### src/rtl/mesh_router_rr_if.sv
// Packet/handshake bundle for one mesh_router_rr node: upstream side (per-port packet in,
// pending, pop back), downstream side (FIFO heads, pending, pop in) and the drop pulse.
interface mesh_router_rr_if #(
  parameter int PCKG_SZ = 40
);
  logic [4*PCKG_SZ-1:0] data_out_i_in;
  logic [3:0]           pndng_i_in;
  logic [3:0]           popin;
  logic [4*PCKG_SZ-1:0] data_out;
  logic [3:0]           pndng;
  logic [3:0]           pop;
  logic                 err_drop;

  modport slave (
    input  data_out_i_in, pndng_i_in, pop,
    output popin, data_out, pndng, err_drop
  );

  modport master (
    output data_out_i_in, pndng_i_in, pop,
    input  popin, data_out, pndng, err_drop
  );
endinterface

### src/rtl/mesh_router_rr.sv
// 4-port mesh router node: column-first XY routing, round-robin arbiter, per-output FIFOs.
// Optional per-port push counters and drop counter when MESH_ROUTER_PKT_CNT_EN is defined.
module mesh_router_rr #(
  parameter int PCKG_SZ    = 40,
  parameter int FIFO_DEPTH = 4,
  parameter int ID_R       = 1,
  parameter int ID_C       = 1,
  parameter int ROWS       = 4,
  parameter int COLUMS     = 4
) (
  input  logic clk,
  input  logic rst,
`ifdef MESH_ROUTER_PKT_CNT_EN
  output logic [4*16-1:0] pkt_cnt,
  output logic [15:0]     drop_cnt,
`endif
  mesh_router_rr_if.slave rif
);

  if (PCKG_SZ < 16 || FIFO_DEPTH < 2 || ID_R < 1 || ID_R > ROWS ||
      ID_C < 1 || ID_C > COLUMS) begin : g_bad_cfg
    $error("mesh_router_rr: invalid parameter set");
  end

  localparam int CW = $clog2(FIFO_DEPTH + 1);
  localparam int PW = $clog2(FIFO_DEPTH);
  localparam logic [CW-1:0] FULL_CNT = CW'(FIFO_DEPTH);
  localparam logic [PW-1:0] LAST_PTR = PW'(FIFO_DEPTH - 1);
  localparam logic [3:0]    MY_R     = 4'(ID_R);
  localparam logic [3:0]    MY_C     = 4'(ID_C);
  localparam logic [PCKG_SZ-1:0] NJ_MASK = {8'hFF, {(PCKG_SZ-8){1'b0}}};

  typedef enum logic {IDLE, XFER} state_t;

  state_t state, state_nx;
  logic [1:0] rr_ptr;
  logic [1:0] sel, sel_nx;
  logic [1:0] port_q, port_nx;
  logic       drop_q, drop_nx;

  logic [PCKG_SZ-1:0] pkt_in [4];
  logic [PCKG_SZ-1:0] push_pkt;
  logic [3:0]         push, pop_ok;
  logic               drop_now;

  logic [CW-1:0]      cnt    [4];
  logic [PW-1:0]      rd_ptr [4];
  logic [PW-1:0]      wr_ptr [4];
  logic [3:0]         pndng_r;
  logic [PCKG_SZ-1:0] mem    [4][FIFO_DEPTH];

  logic [1:0] cand;
  logic [2:0] rte;
  logic       found;

  // {drop, out_port}: column is resolved first, own coordinates mean drop
  function automatic logic [2:0] route_of(input logic [7:0] hdr);
    logic [3:0] dr, dc;
    dr = hdr[7:4];
    dc = hdr[3:0];
    if (dc > MY_C)      route_of = 3'b001;
    else if (dc < MY_C) route_of = 3'b011;
    else if (dr > MY_R) route_of = 3'b010;
    else if (dr < MY_R) route_of = 3'b000;
    else                route_of = 3'b100;
  endfunction

  function automatic logic [PW-1:0] ptr_inc(input logic [PW-1:0] p);
    ptr_inc = (p == LAST_PTR) ? '0 : p + 1'b1;
  endfunction

  always_comb begin
    for (int unsigned p = 0; p < 4; p++) begin
      pkt_in[p] = rif.data_out_i_in[p*PCKG_SZ +: PCKG_SZ];
    end
  end

  always_comb begin
    state_nx = state;
    sel_nx   = sel;
    port_nx  = port_q;
    drop_nx  = drop_q;
    found    = 1'b0;
    cand     = '0;
    rte      = '0;
    case (state)
      IDLE: begin
        for (int unsigned i = 1; i <= 4; i++) begin
          cand = rr_ptr + 2'(i);
          rte  = route_of(pkt_in[cand][PCKG_SZ-9 -: 8]);
          if (!found && rif.pndng_i_in[cand] && (rte[2] || cnt[rte[1:0]] < FULL_CNT)) begin
            found   = 1'b1;
            sel_nx  = cand;
            port_nx = rte[1:0];
            drop_nx = rte[2];
          end
        end
        if (found) state_nx = XFER;
      end
      XFER:    state_nx = IDLE;
      default: state_nx = IDLE;
    endcase
  end

  always_ff @(posedge clk or posedge rst) begin
    if (rst) begin
      state  <= IDLE;
      rr_ptr <= 2'd3;
      sel    <= '0;
      port_q <= '0;
      drop_q <= 1'b0;
    end else begin
      state  <= state_nx;
      sel    <= sel_nx;
      port_q <= port_nx;
      drop_q <= drop_nx;
      if (state == XFER) rr_ptr <= sel;
    end
  end

  assign rif.popin    = (state == XFER) ? (4'b0001 << sel) : 4'b0000;
  assign drop_now     = (state == XFER) && drop_q;
  assign rif.err_drop = drop_now;
  assign push_pkt     = (pkt_in[sel] & ~NJ_MASK) | (PCKG_SZ'(port_q) << (PCKG_SZ - 8));

  always_comb begin
    for (int unsigned q = 0; q < 4; q++) begin
      push[q]   = (state == XFER) && !drop_q && (port_q == 2'(q));
      pop_ok[q] = rif.pop[q] && (cnt[q] != '0);
      rif.data_out[q*PCKG_SZ +: PCKG_SZ] = (cnt[q] != '0) ? mem[q][rd_ptr[q]] : '0;
    end
  end

  assign rif.pndng = pndng_r;

  // pndng follows the count one cycle later, giving the select/xfer/count latency
  always_ff @(posedge clk or posedge rst) begin
    if (rst) begin
      pndng_r <= '0;
      for (int unsigned q = 0; q < 4; q++) begin
        cnt[q]    <= '0;
        rd_ptr[q] <= '0;
        wr_ptr[q] <= '0;
      end
    end else begin
      for (int unsigned q = 0; q < 4; q++) begin
        pndng_r[q] <= (cnt[q] != '0);
        if (push[q])   wr_ptr[q] <= ptr_inc(wr_ptr[q]);
        if (pop_ok[q]) rd_ptr[q] <= ptr_inc(rd_ptr[q]);
        case ({push[q], pop_ok[q]})
          2'b10:   cnt[q] <= cnt[q] + 1'b1;
          2'b01:   cnt[q] <= cnt[q] - 1'b1;
          default: cnt[q] <= cnt[q];
        endcase
      end
    end
  end

  always_ff @(posedge clk) begin
    for (int unsigned q = 0; q < 4; q++) begin
      if (push[q]) mem[q][wr_ptr[q]] <= push_pkt;
    end
  end

`ifdef MESH_ROUTER_PKT_CNT_EN
  always_ff @(posedge clk or posedge rst) begin
    if (rst) begin
      pkt_cnt  <= '0;
      drop_cnt <= '0;
    end else begin
      for (int unsigned q = 0; q < 4; q++) begin
        if (push[q]) pkt_cnt[q*16 +: 16] <= pkt_cnt[q*16 +: 16] + 16'd1;
      end
      if (drop_now) drop_cnt <= drop_cnt + 16'd1;
    end
  end
`else
`endif

endmodule

### src/flat_wrapper.sv
// flat-port wrapper written by rule: the top's interface ports become plain ports
module mesh_router_rr_flat 
#(
  parameter int PCKG_SZ    = 40,
  parameter int FIFO_DEPTH = 4,
  parameter int ID_R       = 1,
  parameter int ID_C       = 1,
  parameter int ROWS       = 4,
  parameter int COLUMS     = 4
)
  (clk, rst, rif_data_out_i_in, rif_pndng_i_in, rif_pop, rif_popin, rif_data_out, rif_pndng, rif_err_drop);
  mesh_router_rr_if #(.PCKG_SZ(PCKG_SZ)) rif_i ();
  input  logic clk;
  input  logic rst;
  input wire logic [$bits(rif_i.data_out_i_in)-1:0] rif_data_out_i_in;
  input wire logic [$bits(rif_i.pndng_i_in)-1:0] rif_pndng_i_in;
  input wire logic [$bits(rif_i.pop)-1:0] rif_pop;
  output wire logic [$bits(rif_i.popin)-1:0] rif_popin;
  output wire logic [$bits(rif_i.data_out)-1:0] rif_data_out;
  output wire logic [$bits(rif_i.pndng)-1:0] rif_pndng;
  output wire logic [$bits(rif_i.err_drop)-1:0] rif_err_drop;
  assign rif_i.data_out_i_in = rif_data_out_i_in;
  assign rif_i.pndng_i_in = rif_pndng_i_in;
  assign rif_i.pop = rif_pop;
  assign rif_popin = rif_i.popin;
  assign rif_data_out = rif_i.data_out;
  assign rif_pndng = rif_i.pndng;
  assign rif_err_drop = rif_i.err_drop;
  mesh_router_rr #(.PCKG_SZ(PCKG_SZ), .FIFO_DEPTH(FIFO_DEPTH), .ID_R(ID_R), .ID_C(ID_C), .ROWS(ROWS), .COLUMS(COLUMS)) u_core (.clk(clk), .rst(rst), .rif(rif_i));
endmodule
### config.mk
export PLATFORM = sky130hd
export DESIGN_NAME = mesh_router_rr_flat
export DESIGN_NICKNAME = d
export VERILOG_FILES = /design/src/rtl/mesh_router_rr_if.sv /design/src/rtl/mesh_router_rr.sv /design/src/flat_wrapper.sv
export SDC_FILE = /design/constraint.sdc
export NUM_CORES = 1
export LEC_CHECK = 0
export CORE_ASPECT_RATIO = 0.75
export CORE_MARGIN = 2
export CORE_UTILIZATION = 50
export CTS_CLUSTER_DIAMETER = 50
export DETAILED_ROUTE_END_ITERATION = 8
export GPL_TIMING_DRIVEN = 0
export MAX_ROUTING_LAYER = met4
export PLACE_DENSITY_LB_ADDON = 0.15
export REMOVE_ABC_BUFFERS = 1
export SYNTH_ARGS = -nofsm -noshare
export SYNTH_HDL_FRONTEND = slang
export SYNTH_SLANG_ARGS = --single-unit
### constraint.sdc
create_clock -name clk -period 3.41 [get_ports clk]
set_input_delay 1.023 -clock clk [delete_from_list [all_inputs] [get_ports clk]]
set_output_delay 1.023 -clock clk [all_outputs]
set_load 0.02 [all_outputs]
==> results of run 1 <==
==> repair_timing <==
action                                  CTS  global route
resized for setup                       211            39
setup buffers                            39            13
endpoints found under the setup margin  143            54
gates cloned                              3             1
pin swaps                                 4             1
endpoints found under the hold margin     0             0
==> cell type report <==
cell class	count	area [um^2]
clock buffers	68	1490
repair buffers	361	3950
inverters	36	146
flip-flops and latches	584	17400
multi-input cells	585	7090
well taps	648	811
clock inverters	29	282
fillers	3373	17600
==> critical path: stages, from the launching register on <==
cell and delay, ns:
dfrtp_4 0.49, buf_12 0.18, mux4_2 0.53, and2_1 0.24
clkdlybuf4s15_1 0.31
==> path summary, 6_finish.rpt <==
kind | to | slack [ns] | cells past startpoint | start
max | rif_data_out[139] | 0.05 | 4 | u_core.rd_ptr[0]
min | u_core.cnt[0] | 0.49 | 1 | u_core.cnt[0]
max reg2reg | u_core.port_q[0] | 0.12 | 9 | u_core.rr_ptr[0]
min reg2reg | u_core.cnt[0] | 0.49 | 1 | u_core.cnt[0]
max in group asynchronous | u_core.rd_ptr[2] | 2.33 | 3 | rst
min in group asynchronous | u_core.rif.pndng[3] | 0.64 | 2 | rst
==> placed cells by master, fill, tap and decap left out, types with 6 or more instances in the layout <==
master	instances
mux2_2	9
clkdlybuf4s50_1	130
dfrtp_1	26
a21oi_1	7
xnor2_1	6
clkdlybuf4s15_2	22
ha_1	24
dlygate4sd2_1	106
dfrtp_4	8
edfxtp_1	544
xor2_1	7
mux4_2	181
clkinv_2	9
mux2i_1	12
o21ai_0	15
clkdlybuf4s15_1	11
and2_2	16
dlymetal6s2s_1	10
clkbuf_1	10
buf_4	29
nor2_1	16
buf_12	40
conb_1	24
nor3_1	9
and2_1	139
inv_1	31
nand2_1	18
clkbuf_16	59
clkinvlp_4	6
clkinv_1	8
==> registers in the layout (all words and copies together), names as in the netlist <==
signal / cells
u_core.mem: 544
u_core.cnt: 12
u_core.rd_ptr: 8
u_core.wr_ptr: 8
u_core.rif.pndng: 4
u_core.port_q: 2
u_core.rr_ptr: 2
u_core.sel: 2
u_core.drop_q: 1
u_core.state: 1
==> report_power, final <==
group / switching, mW / internal, mW / leakage [nW]
clock network: 2.62 / 3.41 / 0.861
registers: 0.673 / 9.69 / 5.36
logic: 6.94 / 5.46 / 4.43
total: 10.2 / 18.6 / 10.6
==> kinds of logic (layout without fill, tap and decap cells) <==
logic type,after synthesis,in the layout,synth area share [%]
muxes,205,205,17.5
buffers and inverters,124,494,2.36
AOI/OAI and AO/OA,60,60,1.77
adders and majority gates,28,28,1.54
and+or+nand+nor,253,255,6.33
DFF,584,584,70.0
xor gates and xnor gates,13,13,0.460
other,1,24,0.0151
==> stage by stage <==
step	TNS [ns]	cell area (um^2)	hold WS (ns)
3_5_place_dp	-4.50	28600	0.470
6_report	0	31100	0.490
4_1_cts	-0.249	30900	0.490
2_1_floorplan	0	24400	0.437
3_3_place_gp	-377.48	28000	0.454
5_1_grt	-0.0269	31100	0.506
==> per-layer routing <==
layer / vias to the layer above / global-route usage (%) / part of all wire, %
met3: 74 / 3.54 / 6.7
met1: 7150 / 38.4 / 44
met5: - / - / 0
met4: 0 / 4.95 / 1.5
met2: 493 / 38.6 / 48
li1: 5758 / - / -
==> metrics.txt, run 1 <==
status=complete, no violations; die area=51300 um^2; Seq/Total Area, Yosys=70.0%; die width=261 um; worst-margin pin slew=0.862 ns; Hold WC Path Type=reg2reg; initial DRC count=1331; number of diodes=0; TritonRoute pass-1 iters=5; port bufs=282; leak pwr=10.6 nW; largest net degree at the start of global routing=38; I/O pins=339; placed wire-length estimate=37.8 mm; Util after Layout=63.8%; endpoint class of the critical path=output port; Starting Density=50.8%; CTS sink count=584; placed instance count=2159; CP Max Fanout=9; Ys Warns=0; Final Max Tran Viols=0; Yosys top cell area share=66.0%; dpl ws=-0.725 ns; PD cells=924 nW/um^2; Root Buffer=clkbuf_16; CTS buffer count=57; Final WS setup=0.0450 ns; synthesized cell area=24800 um^2; CTS tree=yes; first-pass GRT wire length=91.1 mm; number of global-route vias before repair=13400; most common cell in the synthesized netlist=edfxtp_1; Max VDD drop=0.000536 V; commonest cells in the netlist=544 x edfxtp_1, 181 x mux4_2, 155 x and2_1; area delta synth->final=25.8%; Core ar.=48800 um^2; flops & latches, synth=584; post-route insts no fill=2311; # hold bufs at CTS=0; Nets=1823; H-Tree Depth=2; post-synth cell types=68; Hold Violations, Final=0; # DRC=0; DR vias/cell=5.83; Clock transition at path regs=0.06 ns; RD Place Congestion=0.884; Syn Area/Cell=19.5 um^2; Antenna Nets Post-Route=0; # rows=70; number of synthesized flops with an enable pin=544; startpoint types=flip-flop; die height=197 um; cell taking the most area after synthesis=edfxtp_1; vias post-DR=13500; Setup violations, final=0; period utilization=98.7%; Post-synth ARST share=6.85%; Worst EP arrival=2.34 ns; share of cells above drive strength 1=26.3%; DR WL/cell=27.4 um; clock tree buffer depth=3; total grt overflow=0; ys flop type=edfxtp_1; skew final=0.0230 ns; WS Path Type=reg2out; worst skew pair latency=0.60 ns; total track usage=25.7%; Max Cap Viol=0; Synth Instances=1268; Tmin final=3.36 ns; Detailed Route WL=63.3 mm; Slew HR=42.6%; top post-synthesis cells by area=edfxtp_1 66%, mux4_2 16%, and2_1 3.9%; unrepaired setup endpoints after global routing=yes; Data required, critical path=2.39 ns; initial antenna violation count=1; total power=28.8 mW; Max Clock Freq=297 MHz
Power figures use the tool's default switching activity.
==> run 2: changes to the inputs <==
--- a/config.mk
+++ b/config.mk
@@ -5,14 +5,13 @@
 export SDC_FILE = /design/constraint.sdc
 export NUM_CORES = 1
 export LEC_CHECK = 0
-export CORE_ASPECT_RATIO = 0.75
+export CORE_ASPECT_RATIO = 0.7
 export CORE_MARGIN = 2
 export CORE_UTILIZATION = 50
-export CTS_CLUSTER_DIAMETER = 50
 export DETAILED_ROUTE_END_ITERATION = 8
 export GPL_TIMING_DRIVEN = 0
 export MAX_ROUTING_LAYER = met4
-export PLACE_DENSITY_LB_ADDON = 0.15
+export PLACE_DENSITY = 0.74
 export REMOVE_ABC_BUFFERS = 1
 export SYNTH_ARGS = -nofsm -noshare
 export SYNTH_HDL_FRONTEND = slang
==> metrics.txt, run 2 (same netlist as run 1, synthesis figures left out) <==
dpl ws=-0.821 ns (was -0.725 ns); most common cell after layout, fill and taps aside=edfxtp_1 (unchanged); total grt overflow=0 (unchanged); I/O pins=339 (unchanged); placed cell area=28600 um^2 (about the same); FF-to-FF Start=u_core.rr_ptr[1] (was u_core.rr_ptr[0]); vias post-DR=13600 (was 13500); Hold Path End=u_core.cnt[3] (was u_core.cnt[0]); Data required, critical path=2.39 ns (about the same); leak pwr=10.4 nW (was 10.6 nW); met3 wire length=6.23 mm (was 4.21 mm); Util after Layout=62.6% (was 63.8%); CTS tree=yes (unchanged); # DRC=0 (unchanged); endpoint class of the critical path=output port (unchanged); Detailed Route WL=63.7 mm (was 63.3 mm); RD Place Congestion=0.848 (was 0.884); worst skew pair latency=0.58 ns (was 0.60 ns); WS Path Type=reg2out (unchanged); Antenna Nets Post-Route=0 (unchanged); Hold WC Path Type=reg2reg (unchanged); clock tree buffer depth=3 (unchanged); total power=28.3 mW (was 28.8 mW); CTS buffer count=52 (was 57); Max VDD drop=0.000493 V (was 0.000536 V); Finished Cell Area=30700 um^2 (was 31100 um^2); Final WS setup=0.0516 ns (was 0.0450 ns); # rows=68 (was 70); CP Max Fanout=9 (unchanged); fill count=3464 (was 3373); Hold Violations, Final=0 (unchanged); hold path depth=1 (unchanged); max reg flops=544 (unchanged); total track usage=25.5% (was 25.7%); TritonRoute pass-1 iters=5 (unchanged); unrepaired setup endpoints after global routing=yes (unchanged); # hold bufs at CTS=0 (unchanged); flop2flop setup slack=0.19 ns (was 0.12 ns); DR WL/cell=27.5 um (was 27.4 um); startpoint types=flip-flop (unchanged); Final Max Tran Viols=0 (unchanged); port bufs=282 (unchanged); Min-Delay Startpoint=u_core.cnt[3] (was u_core.cnt[0]); Starting Density=50.4% (was 50.8%); most frequent cells in the layout=544 x edfxtp_1, 181 x mux4_2, 139 x and2_1 (unchanged); die area=51300 um^2 (about the same); period utilization=98.5% (was 98.7%); first-pass GRT wire length=91.8 mm (was 91.1 mm); H-Tree Depth=2 (unchanged); share of cells above drive strength 1=24.4% (was 26.3%); PD cells=920 nW/um^2 (was 924 nW/um^2); status=complete, no violations (unchanged); area delta synth->final=24.0% (was 25.8%); initial antenna violation count=2 (was 1); die width=270 um (was 261 um); met1 WL=26.9 mm (was 28.0 mm); die height=190 um (was 197 um); Slew HR=45.5% (was 42.6%); Nets=1807 (was 1823); Max Cap Viol=0 (unchanged); placed wire-length estimate=38.4 mm (was 37.8 mm); Setup violations, final=0 (unchanged); initial DRC count=1523 (was 1331); number of global-route vias before repair=13700 (was 13400); Core ar.=49100 um^2 (was 48800 um^2); R2R cell count=8 (was 9); Root Buffer=clkbuf_16 (unchanged); largest net degree at the start of global routing=40 (was 38); highest metal used=met4 (unchanged); skew final=0.0191 ns (was 0.0230 ns); Clock transition at path regs=0.07 ns (was 0.06 ns); Worst EP arrival=2.34 ns (about the same); DR vias/cell=5.89 (was 5.83); Tmin final=3.36 ns (about the same); Max Clock Freq=298 MHz (was 297 MHz); CTS sink count=584 (unchanged); met2 wire len=29.4 mm (was 30.2 mm); RR Endpoint=u_core.port_q[0] (unchanged); worst-margin pin slew=0.815 ns (was 0.862 ns)
## run 2: power by group
group / switching [mW] / internal, mW
Sequential: 0.744 / 9.69
Clock: 2.52 / 3.21
Combinational: 6.94 / 5.17
Total: 10.2 / 18.1
## run 2: per-layer routing
layer | vias to the layer above | global-route usage (%)
li1 | 5737 | -
met1 | 7154 | 37.0
met2 | 669 | 37.6
met3 | 77 | 5.59
met4 | 0 | 5.41
met5 | - | -
## run 2: how the worst max path moves through the flow
stage	startpoint	endpoint	slack [ns]	depth (start not counted)
floorplan	u_core.rd_ptr[6]	rif_data_out[0]	0.02	2
global placement	u_core.rd_ptr[6]	rif_data_out[9]	-1.38	3
detailed placement	rif_data_out_i_in[64]	u_core.sel[1]	-0.82	9
CTS	u_core.rd_ptr[0]	rif_data_out[142]	0.002	5
global route	u_core.rd_ptr[2]	rif_data_out[93]	-0.002	4
finish	u_core.rd_ptr[2]	rif_data_out[81]	0.05	4
## run 2: cell type report
| type | count | area, um^2 | share of cell area, % |
|---|---|---|---|
| timing repair buffer | 346 | 3600 | 11.7 |
| sequential | 584 | 17400 | 56.6 |
| tap | 665 | 832 | 2.71 |
| clock inverter | 30 | 280 | 0.913 |
| multi-input combinational | 589 | 7100 | 23.1 |
| clock buffer | 62 | 1360 | 4.42 |
| antenna | 2 | 5.00 | 0.0163 |
| inverter | 36 | 161 | 0.526 |
## run 2: metrics by stage
stage | hold WS [ns] | std cells | setup TNS, ns
floorplan | 0.437 | 1203 | 0
global placement | 0.451 | 2150 | -343.93
detailed placement | 0.471 | 2175 | -6.11
CTS | 0.485 | 2306 | 0
global route | 0.582 | 2313 | -0.00192
finish | 0.546 | 2314 | 0
## run 2: timing repair
item                                    in CTS  in global routing
endpoints found under the setup margin     145                 32
buffers inserted                            33                  4
gates cloned                                 6                  2
pin swaps                                    6                  1
resized for setup                          181                 44
## run 2: worst max-delay path: stages (launching register included)
cell,delay [ns]
dfrtp_4,0.50
buf_12,0.19
mux4_2,0.57
and2_1,0.18
dlygate4sd2_1,0.31
